--- src/rtl/div_unit_pkg.sv ---
`default_nettype none
// ============================================================================
// Module   : div_unit_pkg
// Purpose  : Shared widths and RV64 M-extension divide op encodings.
// Revision : 1.0  initial release
// ============================================================================
package div_unit_pkg;

    localparam int          DataBusBits = 64;
    localparam int          RegAddrBits = 5;
    localparam logic [63:0] DataZero    = 64'd0;

    typedef logic [1:0] div_op_t;

    localparam div_op_t OP_DIV  = 2'b00;
    localparam div_op_t OP_DIVU = 2'b01;
    localparam div_op_t OP_REM  = 2'b10;
    localparam div_op_t OP_REMU = 2'b11;

    // Bit 0 of the encoding marks unsigned ops, bit 1 selects the remainder.
    function automatic logic op_is_signed(input div_op_t op);
        return ~op[0];
    endfunction

    function automatic logic op_is_rem(input div_op_t op);
        return op[1];
    endfunction

endpackage
`default_nettype wire

--- src/rtl/div_special_detect.sv ---
`default_nettype none
// ============================================================================
// Module   : div_special_detect
// Purpose  : Flags divide-by-zero and signed overflow and forms their result.
// Revision : 1.0  initial release
// ============================================================================
module div_special_detect
    import div_unit_pkg::*;
#(
    parameter int XLEN = DataBusBits
) (
    input  logic [1:0]      op,
    input  logic [XLEN-1:0] operand_a,
    input  logic [XLEN-1:0] operand_b,
    output logic            is_div0,
    output logic            is_ovf,
    output logic [XLEN-1:0] special_result
);

    localparam logic [XLEN-1:0] c_MIN_NEG = {1'b1, {(XLEN-1){1'b0}}};

    logic w_rem;

    always_comb begin
        w_rem   = op_is_rem(op);
        is_div0 = (operand_b == '0);
        is_ovf  = op_is_signed(op) && (operand_a == c_MIN_NEG) && (&operand_b);
        // Both cases share a shape: quotient is all ones / dividend, remainder dividend / zero.
        if (is_div0) begin
            special_result = w_rem ? operand_a : '1;
        end else begin
            special_result = w_rem ? '0 : operand_a;
        end
    end

endmodule
`default_nettype wire

--- src/rtl/div_unit.sv ---
`default_nettype none
// ============================================================================
// Module   : div_unit
// Purpose  : Iterative radix-2 restoring divider for DIV/DIVU/REM/REMU.
// Revision : 1.0  initial release
// ============================================================================
module div_unit
    import div_unit_pkg::*;
#(
    parameter int XLEN = DataBusBits,
    parameter int REGW = RegAddrBits
) (
    input  logic            clk,
    input  logic            reset,
    input  logic            start,
    input  logic [1:0]      op,
    input  logic [XLEN-1:0] operand_a,
    input  logic [XLEN-1:0] operand_b,
    input  logic [REGW-1:0] rd_in,
    input  logic            flush,
    output logic            busy,
    output logic            done,
    output logic [XLEN-1:0] result,
    output logic            wb_we,
    output logic [REGW-1:0] rd_out
);

    localparam int                c_CNTW = $clog2(XLEN);
    localparam logic [c_CNTW-1:0] c_LAST = c_CNTW'(XLEN - 1);

    localparam logic [1:0] c_IDLE = 2'd0;
    localparam logic [1:0] c_CALC = 2'd1;
    localparam logic [1:0] c_FIX  = 2'd2;
    localparam logic [1:0] c_DONE = 2'd3;

    logic [1:0]        r_state;
    logic              r_busy;
    logic              r_done;
    logic              r_wb_we;
    logic [XLEN-1:0]   r_result;
    logic [REGW-1:0]   r_rd;
    logic              r_is_rem;
    logic              r_qsign;
    logic              r_rsign;
    logic [XLEN-1:0]   r_quo;
    logic [XLEN-1:0]   r_rem;
    logic [XLEN-1:0]   r_dvs;
    logic [c_CNTW-1:0] r_cnt;

    logic              w_is_div0;
    logic              w_is_ovf;
    logic [XLEN-1:0]   w_spec_result;
    logic              w_sign_a;
    logic              w_sign_b;
    logic [XLEN-1:0]   w_abs_a;
    logic [XLEN-1:0]   w_abs_b;
    logic [XLEN:0]     w_shift;
    logic [XLEN:0]     w_diff;
    logic [XLEN-1:0]   w_quo_fix;
    logic [XLEN-1:0]   w_rem_fix;

    div_special_detect #(
        .XLEN (XLEN)
    ) u_special (
        .op             (op),
        .operand_a      (operand_a),
        .operand_b      (operand_b),
        .is_div0        (w_is_div0),
        .is_ovf         (w_is_ovf),
        .special_result (w_spec_result)
    );

    always_comb begin
        w_sign_a  = op_is_signed(op) && operand_a[XLEN-1];
        w_sign_b  = op_is_signed(op) && operand_b[XLEN-1];
        w_abs_a   = w_sign_a ? -operand_a : operand_a;
        w_abs_b   = w_sign_b ? -operand_b : operand_b;
        // The partial remainder is always below the divisor, so one extra bit covers the shift.
        w_shift   = {r_rem, r_quo[XLEN-1]};
        w_diff    = w_shift - {1'b0, r_dvs};
        w_quo_fix = r_qsign ? -r_quo : r_quo;
        w_rem_fix = r_rsign ? -r_rem : r_rem;
    end

    always_ff @(posedge clk) begin
        if (reset) begin
            r_state  <= c_IDLE;
            r_busy   <= 1'b0;
            r_done   <= 1'b0;
            r_wb_we  <= 1'b0;
            r_result <= '0;
            r_rd     <= '0;
            r_is_rem <= 1'b0;
            r_qsign  <= 1'b0;
            r_rsign  <= 1'b0;
            r_quo    <= '0;
            r_rem    <= '0;
            r_dvs    <= '0;
            r_cnt    <= '0;
        end else begin
            r_done  <= 1'b0;
            r_wb_we <= 1'b0;
            case (r_state)
                c_IDLE: begin
                    if (start && !flush) begin
                        r_rd     <= rd_in;
                        r_is_rem <= op_is_rem(op);
                        r_busy   <= 1'b1;
                        if (w_is_div0 || w_is_ovf) begin
                            r_result <= w_spec_result;
                            r_done   <= 1'b1;
                            r_wb_we  <= (rd_in != '0);
                            r_state  <= c_DONE;
                        end else begin
                            r_quo   <= w_abs_a;
                            r_dvs   <= w_abs_b;
                            r_rem   <= '0;
                            r_cnt   <= '0;
                            r_qsign <= w_sign_a ^ w_sign_b;
                            r_rsign <= w_sign_a;
                            r_state <= c_CALC;
                        end
                    end
                end
                c_CALC: begin
                    if (flush) begin
                        r_busy  <= 1'b0;
                        r_state <= c_IDLE;
                    end else begin
                        if (!w_diff[XLEN]) begin
                            r_rem <= w_diff[XLEN-1:0];
                            r_quo <= {r_quo[XLEN-2:0], 1'b1};
                        end else begin
                            r_rem <= w_shift[XLEN-1:0];
                            r_quo <= {r_quo[XLEN-2:0], 1'b0};
                        end
                        r_cnt <= r_cnt + 1'b1;
                        if (r_cnt == c_LAST) begin
                            r_state <= c_FIX;
                        end
                    end
                end
                c_FIX: begin
                    if (flush) begin
                        r_busy  <= 1'b0;
                        r_state <= c_IDLE;
                    end else begin
                        r_result <= r_is_rem ? w_rem_fix : w_quo_fix;
                        r_done   <= 1'b1;
                        r_wb_we  <= (r_rd != '0);
                        r_state  <= c_DONE;
                    end
                end
                default: begin
                    r_busy  <= 1'b0;
                    r_state <= c_IDLE;
                end
            endcase
        end
    end

    assign busy   = r_busy;
    assign done   = r_done;
    assign wb_we  = r_wb_we;
    assign result = r_result;
    assign rd_out = r_rd;

endmodule
`default_nettype wire

--- config.mk ---
export PLATFORM = sky130hd
export DESIGN_NAME = div_unit
export DESIGN_NICKNAME = d
export VERILOG_FILES = /design/src/rtl/div_unit_pkg.sv /design/src/rtl/div_special_detect.sv /design/src/rtl/div_unit.sv
export SDC_FILE = /design/constraint.sdc
export NUM_CORES = 1
export LEC_CHECK = 0
export ABC_CLOCK_PERIOD_IN_PS = 3800
export CORE_MARGIN = 4
export CORE_UTILIZATION = 25
export CTS_CLUSTER_SIZE = 8
export DETAILED_ROUTE_END_ITERATION = 10
export MAX_ROUTING_LAYER = met4
export PLACE_DENSITY = 0.44
export REMOVE_ABC_BUFFERS = 1
export SETUP_SLACK_MARGIN = 0.4
export SYNTH_ARGS = -nofsm -noshare
export SYNTH_HDL_FRONTEND = slang
export SYNTH_SLANG_ARGS = --single-unit
--- constraint.sdc ---
create_clock -name clk -period 3.8 [get_ports clk]
set_input_delay 0.76 -clock clk [delete_from_list [all_inputs] [get_ports clk]]
set_output_delay 0.76 -clock clk [all_outputs]
set_load 0.005 [all_outputs]
==> tab_implementation.tex <==
\begin{tabular}{lr}
\hline
Metric & Value \\
\hline
\multicolumn{2}{l}{\textbf{Timing}} \\
Number of failing hold endpoints at the final stage & 0 \\
Max Clock Freq & 0.286 GHz \\
Setup skew after layout & 22.6 ps \\
Slew @ Worst Pin & 994 ps \\
Crit path setup slack, layout & 300 ps \\
Final-report setup violation count & 0 \\
Part of the cycle the worst path needs & 92.1\% \\
Max-slew violation total from the final report & 0 \\
Setup repair after global routing missed its margin & true \\
Normalized max-slew margin & 33.7\% \\
Fin crit period & 3500 ps \\
\multicolumn{2}{l}{\textbf{Placement}} \\
Half-perimeter wire length after placement & 71700 um \\
Number of input and output port buffers inserted & 210 \\
Pre-CTS worst setup slack & -793 ps \\
Cell count after placement & 4676 \\
Post-detailed-placement cell area & 28300 um2 \\
Routability congestion estimate from global placement & 0.904 \\
\multicolumn{2}{l}{\textbf{Floorplanning}} \\
Row Count & 108 \\
Starting utilization of the core area & 25.4\% \\
Boundary Pins & 211 \\
Core outline area & 87300 um2 \\
Height of the die & 306 um \\
Full die area & 93500 um2 \\
Chip Width & 306 um \\
\multicolumn{2}{l}{\textbf{Cells and area}} \\
Most frequent cells in the layout & 390 x sky130\_fd\_sc\_hd\_\_buf\_4, 335 x sky130\_fd\_sc\_hd\_\_nand2\_1, 296 x sky130\_fd\_sc\_hd\_\_nor2\_1 \\
Number of filler cells placed in the layout & 9155 \\
Area added between synthesis and finish & 49.8\% \\
Post-Route Utilization & 38.0\% \\
Final design instance area without fill & 33200 um2 \\
Total inserted antenna cells & 0 \\
Final Instance Count excl. Fillers & 4827 \\
Most common cell after layout, fill and taps aside & sky130\_fd\_sc\_hd\_\_buf\_4 \\
Final-stage net count & 3873 \\
Share of cells above drive strength 1 & 25.5\% \\
\multicolumn{2}{l}{\textbf{Synth}} \\
Unique cell type count in the Yosys netlist & 75 \\
Number of enable flip-flop cells after synthesis & 0 \\
Most instantiated flip-flop cell in the synthesis netlist & sky130\_fd\_sc\_hd\_\_dfxtp\_1 \\
Post-Synthesis Cell Area & 22200 um2 \\
Register area share after synthesis & 24.8\% \\
Register bit count reported by yosys & 275 \\
Top cell type by total area after synthesis & sky130\_fd\_sc\_hd\_\_dfxtp\_1 \\
Synthesized area divided by synthesized cell count & 7.10 um2 \\
Fraction of registers with async set/reset & 0\% \\
Warning count from the yosys run & 0 \\
Portion of synthesized cell area occupied by the leading cell type & 24.8\% \\
Count of mapped cells out of synthesis & 3120 \\
Biggest area contributors in the synthesized netlist & sky130\_fd\_sc\_hd\_\_dfxtp\_1 25\%, sky130\_fd\_sc\_hd\_\_nand2\_1 7.1\%, sky130\_fd\_sc\_hd\_\_a21oi\_1 6.6\%, sky130\_fd\_sc\_hd\_\_xnor2\_1 6.3\%, sky130\_fd\_sc\_hd\_\_xor2\_1 6.1\% \\
\multicolumn{2}{l}{\textbf{Detailed routing}} \\
Wirelength, routed & 102000 um \\
Detailed Route Iter0 Violations & 2077 \\
DRC violations left & 0 \\
Count of vias placed by the detailed router & 24916 \\
Count of antenna-violating nets left after detailed routing & 0 \\
Length of the first detailed-routing pass in iterations & 6 \\
Routed length per instance & 21.1 um \\
Via density & 5.16 \\
\multicolumn{2}{l}{\textbf{Clock network}} \\
Number of hold-repair buffers added at the cts stage & 0 \\
Clock latency reported for the late side of the worst-skew pair & 570 ps \\
Clock tree from TritonCTS & done \\
Number of clock sinks seen by CTS & 275 \\
Number of CTS-inserted buffers & 42 \\
H-tree depth & 2 \\
Bufs on Longest Clock Path & 3 \\
Root Buffer Master & sky130\_fd\_sc\_hd\_\_clkbuf\_16 \\
Clock Pin Slew Worst Setup and Hold Paths & 50 ps \\
\multicolumn{2}{l}{\textbf{GRT}} \\
GRT Total Usage & 21.0\% \\
Met2 usage in global routing & 34.4\% \\
Largest net degree at the start of global routing & 132 \\
Via count of the first global-routing pass & 23893 \\
Wire length of the first global-routing pass & 150000 um \\
Global-route met1 utilization & 27.7\% \\
Remaining global-route overflow & 0 \\
Initial antenna violation count & 0 \\
Global route hottest layer & met2 \\
Global routing met3 resource utilization & 2.19\% \\
\multicolumn{2}{l}{\textbf{Power}} \\
Proportion of power drawn by the clock network & 33.7\% \\
Leakage power figure & 13.0 nW \\
Pwr per Cell Area & 319 nW/um2 \\
Combinational Power Share & 35.8\% \\
Maximum vdd drop & 280 uV \\
Internal power summed over all cells & 6.84 mW \\
Seq pwr share & 30.5\% \\
Switching share of power & 35.4\% \\
Total net switching power & 3.75 mW \\
\multicolumn{2}{l}{\textbf{Min path}} \\
End of the worst hold path & result[57]\$\_SDFFE\_PP0P\_ \\
Worst Min Path Start & result[57]\$\_SDFFE\_PP0P\_ \\
Worst hold path stage count & 2 \\
Tightest Hold Check Type & register to register \\
\multicolumn{2}{l}{\textbf{Worst setup path}} \\
Slowest CP cell & sky130\_fd\_sc\_hd\_\_or4\_4 \\
Count of buffering cells on the critical path with inverters included & 7 \\
Sequence of cells on the critical path & clkdlybuf4s15\_1, or4\_4, or4\_4, or3\_4, nor3\_4, buf\_6, buf\_4, buf\_4, buf\_6, buf\_12, maj3\_2, o22ai\_4, a211oi\_4, buf\_4, a21oi\_1, nor2\_1 \\
Classification of the worst setup path & input port to register \\
R2R setup slack & 380 ps \\
Depth of the worst register-to-register path & 13 \\
Largest stage delay on the critical path & 570 ps \\
Top cell by count, worst path & sky130\_fd\_sc\_hd\_\_buf\_4 \\
Kind of end point of the critical path & register \\
Worst reg2reg path startpoint & r\_quo[1]\$\_SDFFE\_PP0P\_ \\
Kind of start point of the critical path & input port \\
Top fanout value on the critical path & 6 \\
CP required & 4300 ps \\
Critical R2R Capture & result[30]\$\_SDFFE\_PP0P\_ \\
Arrival time of the worst setup path & 4000 ps \\
Crit-path leading delay family & simple AND/OR/NAND/NOR gates \\
\multicolumn{2}{l}{\textbf{Status}} \\
Run status & complete, no violations \\
\multicolumn{2}{l}{\textbf{Flow run}} \\
Max-cap violation count & 0 \\
\hline
\end{tabular}
==> cells by family after synthesis <==
group | count (synthesis) | share of synthesized area, %
flip-flops | 275 | 24.8
buffers and inverters | 333 | 5.90
adder cells (fa/ha/maj) | 100 | 5.40
XOR/XNOR | 314 | 12.4
AO/OA/AOI/OAI | 948 | 26.7
multiplexers | 39 | 1.77
AND/OR/NAND/NOR | 1111 | 23.0
==> stage by stage <==
step	TNS [ps]	power, mW	hold slack [ps]
global placement	-158040	6.26	443
CTS	0	10.3	455
finish	0	10.6	455
floorplan	-630490	4.92	442
detailed placement	-165900	6.25	448
global route	0	11.1	474
==> state kept, by name (all words and copies together) (netlist names) <==
register	count
r_cnt	6
r_is_rem	1
wb_we	1
r_qsign	1
r_dvs	64
result	64
r_rsign	1
r_state	2
done	1
rd_out	5
busy	1
r_quo	64
r_rem	64
==> Yosys cell counts (all sizes together), types with 49 or more instances <==
cell and number:
clkbuf 187, dfxtp 275, xnor2 159, o21ai 237, nor2 309, a211oi 93
nand2 419, o211ai 49, xor2 155, a21oi 291, nand4 50, ha 74
o31ai 57, nor3 75, inv 106, nand3 64
==> worst max-delay path by stage <==
stage | start | end | slack [ps] | cells after the start
after floorplan | operand_b[19] | r_rem[58]$_SDFFE_PP0P_ | -4090 | 10
after global placement | operand_b[17] | r_cnt[5]$_SDFFE_PP0P_ | -780 | 12
after detailed placement | operand_b[14] | r_cnt[3]$_SDFFE_PP0P_ | -790 | 12
after CTS | operand_b[42] | r_rem[31]$_SDFFE_PP0P_ | 260 | 15
after global routing | operand_a[6] | r_rem[36]$_SDFFE_PP0P_ | 200 | 17
final | operand_b[15] | result[30]$_SDFFE_PP0P_ | 300 | 16
==> power by group through the flow <==
stage | Sequential (mW) | Clock (mW) | Combinational (mW)
finish | 3.23 | 3.57 | 3.79
global route | 3.25 | 3.76 | 4.08
CTS | 3.21 | 3.65 | 3.48
detailed placement | 3.26 | 0 | 2.99
global placement | 3.26 | 0 | 3.00
floorplan | 3.25 | 0 | 1.67
==> per-layer routing <==
layer	part of all wire (%)	wire, um
met5	0	0
met4	2.9	2950
met3	4.6	4690
met2	47	47500
met1	46	46500
==> area by class of cell <==
class	instances	area [um2]	area share [%]
inverter	108	408	1.23
clock buffer	55	1180	3.56
timing repair buffer	720	7370	22.2
multi-input combinational	2512	17300	52.0
tap	1155	1450	4.35
clock inverter	2	13.8	0.0415
sequential	275	5520	16.6
==> repair_timing <==
action | CTS | global route
setup endpoints to repair | 266 | 236
resized for setup | 322 | 362
cloned | 33 | 4
setup buffers | 38 | 19
pin swaps | 110 | 114
==> worst min-delay path, stage by stage, from the launching register on <==
cell,delay [ps]
sky130_fd_sc_hd__dfxtp_1,310
sky130_fd_sc_hd__nand2_1,50
sky130_fd_sc_hd__a21oi_1,50
Power figures use the tool's default switching activity.
